### src/rtl/intersection_scheduler.sv
// Two-road intersection light scheduler.
// Six-phase cycle (main green, main yellow, all-red, country green, country
// yellow, all-red) driven by a per-phase 6-bit timer, road demand levels and
// a level-held emergency request with acknowledge.
module intersection_scheduler #(
  parameter int MIN_GREEN = 8,
  parameter int MAX_GREEN = 32,
  parameter int YELLOW_T  = 4,
  parameter int ALLRED_T  = 2
) (
  input  logic       clk,
  input  logic       rst,
  input  logic [2:0] main_traffic,
  input  logic [2:0] country_traffic,
  input  logic       emg_req,
  input  logic       emg_dir,
  output logic [1:0] mainLight,
  output logic [1:0] countryLight,
  output logic [2:0] phase,
  output logic       emg_ack
);

  typedef enum logic [2:0] {
    MAIN_G = 3'd0,
    MAIN_Y = 3'd1,
    AR_M2C = 3'd2,
    CTRY_G = 3'd3,
    CTRY_Y = 3'd4,
    AR_C2M = 3'd5
  } state_t;

  localparam logic [1:0] L_RED    = 2'b00;
  localparam logic [1:0] L_YELLOW = 2'b01;
  localparam logic [1:0] L_GREEN  = 2'b10;

  // Timer thresholds are "last cycle" indices, since the timer reads 0 on entry.
  localparam logic [5:0] MIN_LAST = 6'(MIN_GREEN - 1);
  localparam logic [5:0] MAX_LAST = 6'(MAX_GREEN - 1);
  localparam logic [5:0] YEL_LAST = 6'(YELLOW_T - 1);
  localparam logic [5:0] AR_LAST  = 6'(ALLRED_T - 1);

  state_t     r_state;
  state_t     w_next;
  logic [5:0] r_timer;
  logic [5:0] w_timer_next;
  logic [1:0] r_main_light;
  logic [1:0] r_ctry_light;
  logic       r_ack;
  logic       w_ack_next;

  logic w_emg_main;
  logic w_emg_ctry;
  logic w_emg_release;
  logic w_main_yield;
  logic w_ctry_yield;

  function automatic logic [5:0] sat_inc(input logic [5:0] t);
    return (t == 6'd63) ? t : t + 6'd1;
  endfunction

  function automatic logic [1:0] main_light_of(input state_t s);
    case (s)
      MAIN_G:  return L_GREEN;
      MAIN_Y:  return L_YELLOW;
      default: return L_RED;
    endcase
  endfunction

  function automatic logic [1:0] ctry_light_of(input state_t s);
    case (s)
      CTRY_G:  return L_GREEN;
      CTRY_Y:  return L_YELLOW;
      default: return L_RED;
    endcase
  endfunction

  assign w_emg_main    = emg_req && !emg_dir;
  assign w_emg_ctry    = emg_req &&  emg_dir;
  // First cycle after the requester lets go: hold green once and restart the
  // timer so the saturated emergency count does not force an instant yield.
  assign w_emg_release = r_ack && !emg_req;

  assign w_main_yield = ((r_timer >= MIN_LAST) && (country_traffic > main_traffic)) ||
                        ((r_timer >= MAX_LAST) && (country_traffic != 3'd0));
  assign w_ctry_yield = ((r_timer >= MIN_LAST) &&
                         ((country_traffic == 3'd0) || (main_traffic > country_traffic))) ||
                        ((r_timer >= MAX_LAST) && (main_traffic != 3'd0));

  // Next-state and emergency acknowledge decision.
  always_comb begin
    w_next     = r_state;
    w_ack_next = 1'b0;
    case (r_state)
      MAIN_G: begin
        if (w_emg_main)                        w_ack_next = 1'b1;
        else if (w_emg_ctry)                   w_next = MAIN_Y;
        else if (!w_emg_release && w_main_yield) w_next = MAIN_Y;
      end
      MAIN_Y: if (r_timer == YEL_LAST) w_next = AR_M2C;
      AR_M2C: if (r_timer == AR_LAST)  w_next = CTRY_G;
      CTRY_G: begin
        if (w_emg_ctry)                        w_ack_next = 1'b1;
        else if (w_emg_main)                   w_next = CTRY_Y;
        else if (!w_emg_release && w_ctry_yield) w_next = CTRY_Y;
      end
      CTRY_Y: if (r_timer == YEL_LAST) w_next = AR_C2M;
      AR_C2M: if (r_timer == AR_LAST)  w_next = MAIN_G;
      default: w_next = AR_C2M;
    endcase
  end

  // Timer clears on state entry or emergency release, otherwise saturates up.
  always_comb begin
    w_timer_next = sat_inc(r_timer);
    if ((w_next != r_state) || w_emg_release) w_timer_next = 6'd0;
  end

  // State, timer, lights and acknowledge registers; lights track the new state.
  always_ff @(posedge clk or posedge rst) begin
    if (rst) begin
      r_state      <= MAIN_G;
      r_timer      <= 6'd0;
      r_main_light <= L_GREEN;
      r_ctry_light <= L_RED;
      r_ack        <= 1'b0;
    end else begin
      r_state      <= w_next;
      r_timer      <= w_timer_next;
      r_main_light <= main_light_of(w_next);
      r_ctry_light <= ctry_light_of(w_next);
      r_ack        <= w_ack_next;
    end
  end

  assign mainLight    = r_main_light;
  assign countryLight = r_ctry_light;
  assign phase        = r_state;
  assign emg_ack      = r_ack;

endmodule

### config.mk
export PLATFORM = sky130hd
export DESIGN_NAME = intersection_scheduler
export DESIGN_NICKNAME = d
export VERILOG_FILES = /design/src/rtl/intersection_scheduler.sv
export SDC_FILE = /design/constraint.sdc
export NUM_CORES = 1
export LEC_CHECK = 0
export ABC_AREA = 1
export CORE_MARGIN = 1
export CORE_UTILIZATION = 45
export DETAILED_ROUTE_END_ITERATION = 12
export HOLD_SLACK_MARGIN = 0.15
export PLACE_DENSITY = 0.68
export SLEW_MARGIN = 10
export SYNTH_ARGS = -nofsm -noshare
export SYNTH_HDL_FRONTEND = slang
export SYNTH_SLANG_ARGS = --single-unit
### constraint.sdc
create_clock -name clk -period 2.55 [get_ports clk]
set_clock_uncertainty 0.15 [all_clocks]
set_input_delay 0.255 -clock clk [delete_from_list [all_inputs] [get_ports clk]]
set_output_delay 0.255 -clock clk [all_outputs]
set_load 0.02 [all_outputs]
==> qor.csv, run 1 <==
stage,metric,value,unit
synth,synth.area.top_cells,"dfrtp_1 35%, nand2_1 11%, nand3_1 7.6%",
placement,portBuffers,17,
clocking,h-tree-depth,1,
synth,synth_top_cell_by_area,dfrtp_1,
drt,drtPass1Iterations,4,
pwr,switchingPower,520,uW
floorplanning,design.core.area,1940,um^2
synth,syn_area_per_cell,7.44,um^2
floorplanning,die_area,2230,um^2
cells_and_area,drive_gt1_frac,0.166,
hold_path,hold_class,input port to asynchronous set/reset pin,
placement,pre_cts_slack,0.114,ns
grt,antenna_found_initial,0,
synth,syn_area,922,um^2
floorplanning,initial_core_util,0.475,
pwr,p_int,646,uW
drt,viasPerCell,5.12,
pwr,pwr-share-seq,0.321,
flow_run,drv_cap,0,
sta,final.period_utilization,0.844,
synth,synth_seq_cells,14,
sta,final-max-slew-violation-count,0,
sta,rsz0062_at_grt,false,
drt,wire_per_inst,11.5,um
floorplanning,row_count,16,
drt,wl,1.97,mm
placement,placed_cells,168,
synth,synth_edf_count,0,
clocking,path_clk_slew,0.09,ns
grt,grt_pass1_vias,753,
floorplanning,die_x,47.3,um
synth,synth.most_common_cell,nand2_1,
clocking,ctsLongestPathBuffers,2,
placement,dpl.hpwl,1.57,mm
setup_path,critical_path_class,input port to register,
drt,drc,0,
clocking,clk_latency,0.28,ns
setup_path,required,2.61,ns
grt,grt_first_pass_wirelength,3.11,mm
cells_and_area,num_antenna_cells,0,
floorplanning,die_y,47.3,um
sta,setup_total_negative_slack,0,ns
synth,synthCells,124,
cells_and_area,nNetsFinal,161,
sta,fmax,465,MHz
grt,gr-usage-all-layers,0.202,
pwr,swShare,0.446,
synth,synth_nets,139,
sta,maxSlewHeadroom,0.646,
sta,setup_ws,0.399,ns
setup_path,critPathMaxFanout,6,
placement,gp_congestion,0.765,
clocking,numCtsBuffers,3,
clocking,cts_setup_buffers,0,
cells_and_area,areaGrowthSynthToFinish,26.1,%
pwr,peakVddDrop,712,uV
setup_path,critPathCaptureType,register,
cells_and_area,fillers,186,
sta,finalHoldViolCount,0,
clocking,ctsResizeCount,0,
synth,synth-main-ff-cell,dfrtp_1,
outcome,status,finished clean,
pwr,p_comb_frac,0.540,
pwr,p_per_area,1000,nW/um^2
drt,ant_nets,0,
pwr,clockPowerShare,0.139,
sta,worst-slew-pin-transition,0.530,ns
grt,grt.overflow.total,0,
clocking,cts_root_buffer,clkbuf_4,
clocking,cts_tree,done,
floorplanning,ios,18,
grt,grt_max_degree,15,
synth,synth-seq-area-share,0.381,
synth,yosysTopAreaCellShare,0.353,
pwr,p_leak,0.562,nW
drt,drt_iter0_drc,14,
synth,synth-async-reset-ratio,1.00,
clocking,cts_sinks,14,
cells_and_area,finalNonFillerCells,172,
setup_path,reg2regPathDepth,10,
drt,vias,880,
synth,yosys_warnings,0,
clocking,postCtsHoldBufs,0,
setup_path,cp-start-kind,input port,
synth,synthTopCellsByCount,"27 x nand2_1, 18 x nor2_1, 14 x nand3_1, 13 x dfrtp_1, 12 x inv_1",
synth,synthDistinctLibCells,23,
setup_path,arrival,2.21,ns
sta,period_minus_slack,2.15,ns
sta,setup_violations,0,
==> power by group through the flow <==
stage          clock network (mW)  registers (mW)  logic [mW]
2_1_floorplan                   0           0.418       0.397
3_3_place_gp                    0           0.374       0.625
3_5_place_dp                    0           0.378       0.635
4_1_cts                     0.165           0.374       0.637
5_1_grt                     0.173           0.385       0.709
6_report                    0.162           0.374       0.629
==> critical path: stages <==
cell	delay [ns]
clkdlybuf4s50_1	0.48
inv_1	0.05
ha_1	0.29
a21oi_1	0.19
nand2_1	0.07
nand2_1	0.06
nand2_1	0.04
nand2_1	0.05
nand2_1	0.04
nand2_1	0.07
nand3_1	0.19
nand3_1	0.15
nand3_2	0.15
nor2_1	0.13
==> cell type report <==
type | count | area [um^2] | area share
Clock buffer | 4 | 36.3 | 0.0312
Inverter | 14 | 52.6 | 0.0452
Multi-Input combinational cell | 96 | 518 | 0.446
Sequential cell | 14 | 352 | 0.302
Tap cell | 27 | 33.8 | 0.0291
Timing Repair Buffer | 17 | 170 | 0.146
==> flip-flops by register name, summed over array words and instances, names as in the netlist <==
register / flops
countryLight: 2
r_timer: 6
mainLight: 2
emg_ack: 1
phase: 3
==> placed cells by master, fill, tap and decap left out <==
cell type	n
dfrtp_1	13
ha_1	5
a31oi_1	1
dfstp_2	1
o21ai_0	8
o31a_2	1
clkdlybuf4s50_1	17
clkbuf_8	1
and2_4	1
nand4_1	1
o31ai_1	1
clkbuf_4	3
nor2_1	18
o21ai_2	1
nand2_1	27
nor3_2	1
a21oi_2	1
nand2_2	4
nor2_2	4
or2_2	1
xnor2_1	1
nand3_2	3
a21oi_1	3
nand3_1	14
inv_2	2
inv_1	12
==> worst paths after layout <==
check / slack [ns] / from / endpoint
max: 0.40 / country_traffic[2] / r_timer[3]
min: 0.15 / rst / phase[2]
max reg2reg: 0.57 / r_timer[0] / r_timer[3]
min reg2reg: 0.48 / r_timer[0] / r_timer[0]
max in group asynchronous: 1.74 / rst / mainLight[1]
min in group clk: 0.46 / emg_dir / emg_ack
==> per-stage QoR <==
stage	util	area [um^2]	hold slack (ns)	power [mW]
final	0.599	1160	0.149	1.17
after global routing	0.599	1160	0.226	1.27
after CTS	0.599	1160	0.164	1.18
after detailed placement	0.580	1130	0.465	1.01
after global placement	0.580	1130	0.446	0.999
after floorplan	-	922	-0.00650	0.815
==> cells by family after synthesis <==
family                   Yosys count  synth area share
adder cells (fa/ha/maj)            5            0.0678
AO/OA/AOI/OAI                     16             0.104
AND/OR/NAND/NOR                   74             0.380
flip-flops                        14             0.381
XOR/XNOR                           1           0.00950
buffers and inverters             14            0.0570
==> metal layers <==
layer | share of wire | wire length [um] | up-vias | global-route usage
li1 | - | - | 451 | -
met2 | 0.47 | 918 | 30 | 0.310
met3 | 0.044 | 87 | 6 | 0.0269
met5 | 0 | 0 | - | 0
met4 | 0.027 | 53 | 0 | 0.131
met1 | 0.46 | 913 | 393 | 0.265
No activity file was read; power rests on OpenSTA's default activity.
==> inputs of run 2 (changes only) <==
--- a/config.mk
+++ b/config.mk
@@ -10,7 +10,7 @@
 export CORE_UTILIZATION = 45
 export DETAILED_ROUTE_END_ITERATION = 12
 export HOLD_SLACK_MARGIN = 0.15
-export PLACE_DENSITY = 0.68
+export PLACE_DENSITY = 0.71
 export SLEW_MARGIN = 10
 export SYNTH_ARGS = -nofsm -noshare
 export SYNTH_HDL_FRONTEND = slang
==> constraint.sdc (replaced) <==
create_clock -name clk -period 1.84 [get_ports clk]
set_clock_uncertainty 0.15 [all_clocks]
set_input_delay 0.184 -clock clk [delete_from_list [all_inputs] [get_ports clk]]
set_output_delay 0.184 -clock clk [all_outputs]
set_load 0.02 [all_outputs]
==> run 2 against run 1 <==
Compared with the run above:
- the run now ends with negative setup slack left
- sequential share of layout area is 5.7 points lower
- register-to-register slack worse by 0.59 ns
- design area is 25% higher
- non-clock buffer count is 15 higher
- die area stayed put
- critical path depth is 5 lower
- flip-flop and latch count stayed put
- utilization is 15 points higher
- global-route usage is 1.2 points higher
- critical path type is now register to register
- critical endpoint is now r_timer[2]
- largest cell class unchanged
- largest power group unchanged
- highest routed layer unchanged
==> qor.csv, run 2 (synthesis results as in run 1) <==
stage,metric,value,unit,change
outcome,status,"finished, violations left",,
outcome,failed_checks,negative setup slack,,
drt,vias,983,,+12%
floorplanning,die_y,47.3,um,unchanged
placement,gp_congestion,0.774,,+1.2%
grt,grt_first_pass_wirelength,3.33,mm,+7.3%
pwr,p_total,1.99,mW,+70%
setup_path,cp-start-kind,register,,
cells_and_area,final_util,0.745,,+0.147
sta,setup_violations,6,,+6
setup_path,critPathMaxFanout,6,,unchanged
pwr,clockPowerShare,0.092,,-0.047
clocking,cts_root_buffer,clkbuf_4,,
sta,worst-slew-pin-transition,0.525,ns,-0.00475 ns
setup_path,critPathCaptureType,register,,
placement,portBuffers,17,,unchanged
drt,wl,2.52,mm,+28%
setup_path,regToRegSetupSlack,-0.02,ns,-0.59 ns
cells_and_area,num_antenna_cells,0,,unchanged
drt,drt_iter0_drc,20,,+6
drt,highest_layer,met4,,
drt,dr_wl_met2,1.33,mm,+45%
pwr,p_comb_frac,0.646,,+0.106
cells_and_area,largest_reg_flops,6,,unchanged
cells_and_area,final_cell_mix,"25 x nand2_1, 14 x nor2_1, 12 x buf_4",,
pwr,p_per_area,1370,nW/um^2,+37%
cells_and_area,top_register,r_timer,,
hold_path,whs_endpoint,emg_ack,,
clocking,path_clk_slew,0.09,ns,about the same
floorplanning,row_count,16,,unchanged
grt,grt_max_degree,15,,unchanged
setup_path,reg2regPathDepth,9,,-1
clocking,cts_sinks,14,,unchanged
drt,drtPass1Iterations,5,,+1
floorplanning,design.core.area,1940,um^2,unchanged
cells_and_area,layout_commonest_cell,nand2_1,,
sta,holdWs,0.408,ns,+0.258 ns
placement,pre_cts_slack,-0.501,ns,-0.615 ns
sta,maxSlewHeadroom,0.650,,+0.00317
clocking,numCtsBuffers,3,,unchanged
setup_path,arrival,1.87,ns,-0.34 ns
clocking,clk_latency,0.28,ns,about the same
cells_and_area,nNetsFinal,176,,+9.3%
pwr,peakVddDrop,1100,uV,+55%
placement,dpl.hpwl,1.63,mm,+4.2%
floorplanning,die_x,47.3,um,unchanged
drt,drc,0,,unchanged
cells_and_area,fillers,140,,-25%
drt,wl_met3,112,um,+29%
flow_run,drv_cap,0,,unchanged
sta,period_minus_slack,1.86,ns,
sta,setup_ws,-0.0217,ns,-0.421 ns
sta,finalHoldViolCount,0,,unchanged
sta,final.period_utilization,1.01,,
cells_and_area,areaGrowthSynthToFinish,57.0,%,
sta,final-max-slew-violation-count,0,,unchanged
grt,gr-usage-all-layers,0.214,,+0.0122
clocking,cts_tree,done,,
sta,setup_total_negative_slack,-0.0781,ns,-0.0781 ns
grt,antenna_found_initial,0,,unchanged
sta,rsz0062_at_grt,true,,
drt,viasPerCell,5.26,,+2.7%
floorplanning,die_area,2230,um^2,unchanged
drt,ant_nets,0,,unchanged
pwr,p_int,1.09,mW,+68%
drt,wire_per_inst,13.5,um,+17%
grt,grt.overflow.total,0,,unchanged
pwr,p_leak,0.684,nW,+22%
hold_path,hold_class,input port to register,,
cells_and_area,drive_gt1_frac,0.400,,+0.234
sta,fmax,537,MHz,
hold_path,whs_path_depth,3,,
setup_path,reg2reg_to,r_timer[2],,
pwr,switchingPower,899,uW,+73%
hold_path,min_from,emg_dir,,
pwr,pwr-share-seq,0.263,,-0.058
drt,wl_met1,1.05,mm,+15%
pwr,swShare,0.453,,+0.00643
setup_path,critical_path_class,register to register,,
clocking,h-tree-depth,1,,unchanged
setup_path,required,1.85,ns,-0.76 ns
setup_path,r2r-start,r_timer[2],,
floorplanning,ios,18,,unchanged
grt,grt_pass1_vias,865,,+15%
floorplanning,initial_core_util,0.475,,unchanged
clocking,ctsLongestPathBuffers,2,,unchanged
-- run 2: changes by cell type in the layout (fill, tap and decap cells not counted), moves of 4 or more --
cell / before / now
clkdlybuf4s50_1: 17 / 10
ha_1: 5 / 0
nor2_1: 18 / 14
dlygate4sd2_1: 0 / 5
ha_4: 0 / 4
nand3_1: 14 / 6
buf_4: 0 / 12
nand3_2: 3 / 8
-- run 2: layout make-up --
type | count | area [um^2] | share of cell area
clock buffer | 4 | 26.3 | 0.0182
inverter | 14 | 52.6 | 0.0363
multi-input combinational | 96 | 688 | 0.475
sequential | 14 | 355 | 0.245
tap | 27 | 33.8 | 0.0233
timing repair buffer | 32 | 292 | 0.201
-- run 2: how the worst max path moves through the flow --
stage                       start         end  slack (ns)  cells after the start
2_1_floorplan          r_timer[0]  r_timer[5]         0.1                     12
3_3_place_gp   country_traffic[2]  r_timer[2]       -0.42                     14
3_5_place_dp   country_traffic[2]  r_timer[3]       -0.50                     14
4_1_cts                r_timer[1]  r_timer[3]       0.003                     12
5_1_grt                r_timer[1]  r_timer[0]       -0.09                     12
6_report               r_timer[2]  r_timer[2]       -0.02                      9
-- run 2: routing by layer --
layer | track usage | up-vias
met1 | 0.261 | 477
met3 | 0.0423 | 4
met4 | 0.0514 | 0
met5 | 0 | -
li1 | - | 477
met2 | 0.384 | 25
-- run 2: power groups by stage --
stage / Sequential [mW] / Clock [mW] / Combinational [mW]
floorplan: 0.579 / 0 / 0.551
global placement: 0.499 / 0 / 0.949
detailed placement: 0.505 / 0 / 0.967
CTS: 0.510 / 0.177 / 1.12
global route: 0.536 / 0.194 / 1.39
finish: 0.522 / 0.182 / 1.28
-- run 2: worst max-delay path, cell delays in order (launching register included) --
cell and delay [ns]:
dfrtp_2 0.46, nor2_4 0.18, nand3_2 0.15, a21oi_2 0.14
nand2_1 0.07, nor2_2 0.15, and2_4 0.20, nand3_4 0.07
nand3_4 0.13, nor2_1 0.06
-- run 2: repair_timing --
item / 4_1_cts / 5_1_grt
gates cloned: 0 / 0
hold buffers: 1 / 0
pin swaps: 8 / 13
gates resized for setup: 21 / 25
endpoints found under the setup margin: 10 / 11
endpoints found under the hold margin: 13 / 0
setup buffers: 3 / 2
-- run 2: through the flow --
stage / std cells / area [um^2]
6_report: 187 / 1450
5_1_grt: 187 / 1450
4_1_cts: 186 / 1340
3_5_place_dp: 178 / 1200
3_3_place_gp: 178 / 1200
2_1_floorplan: 124 / 922
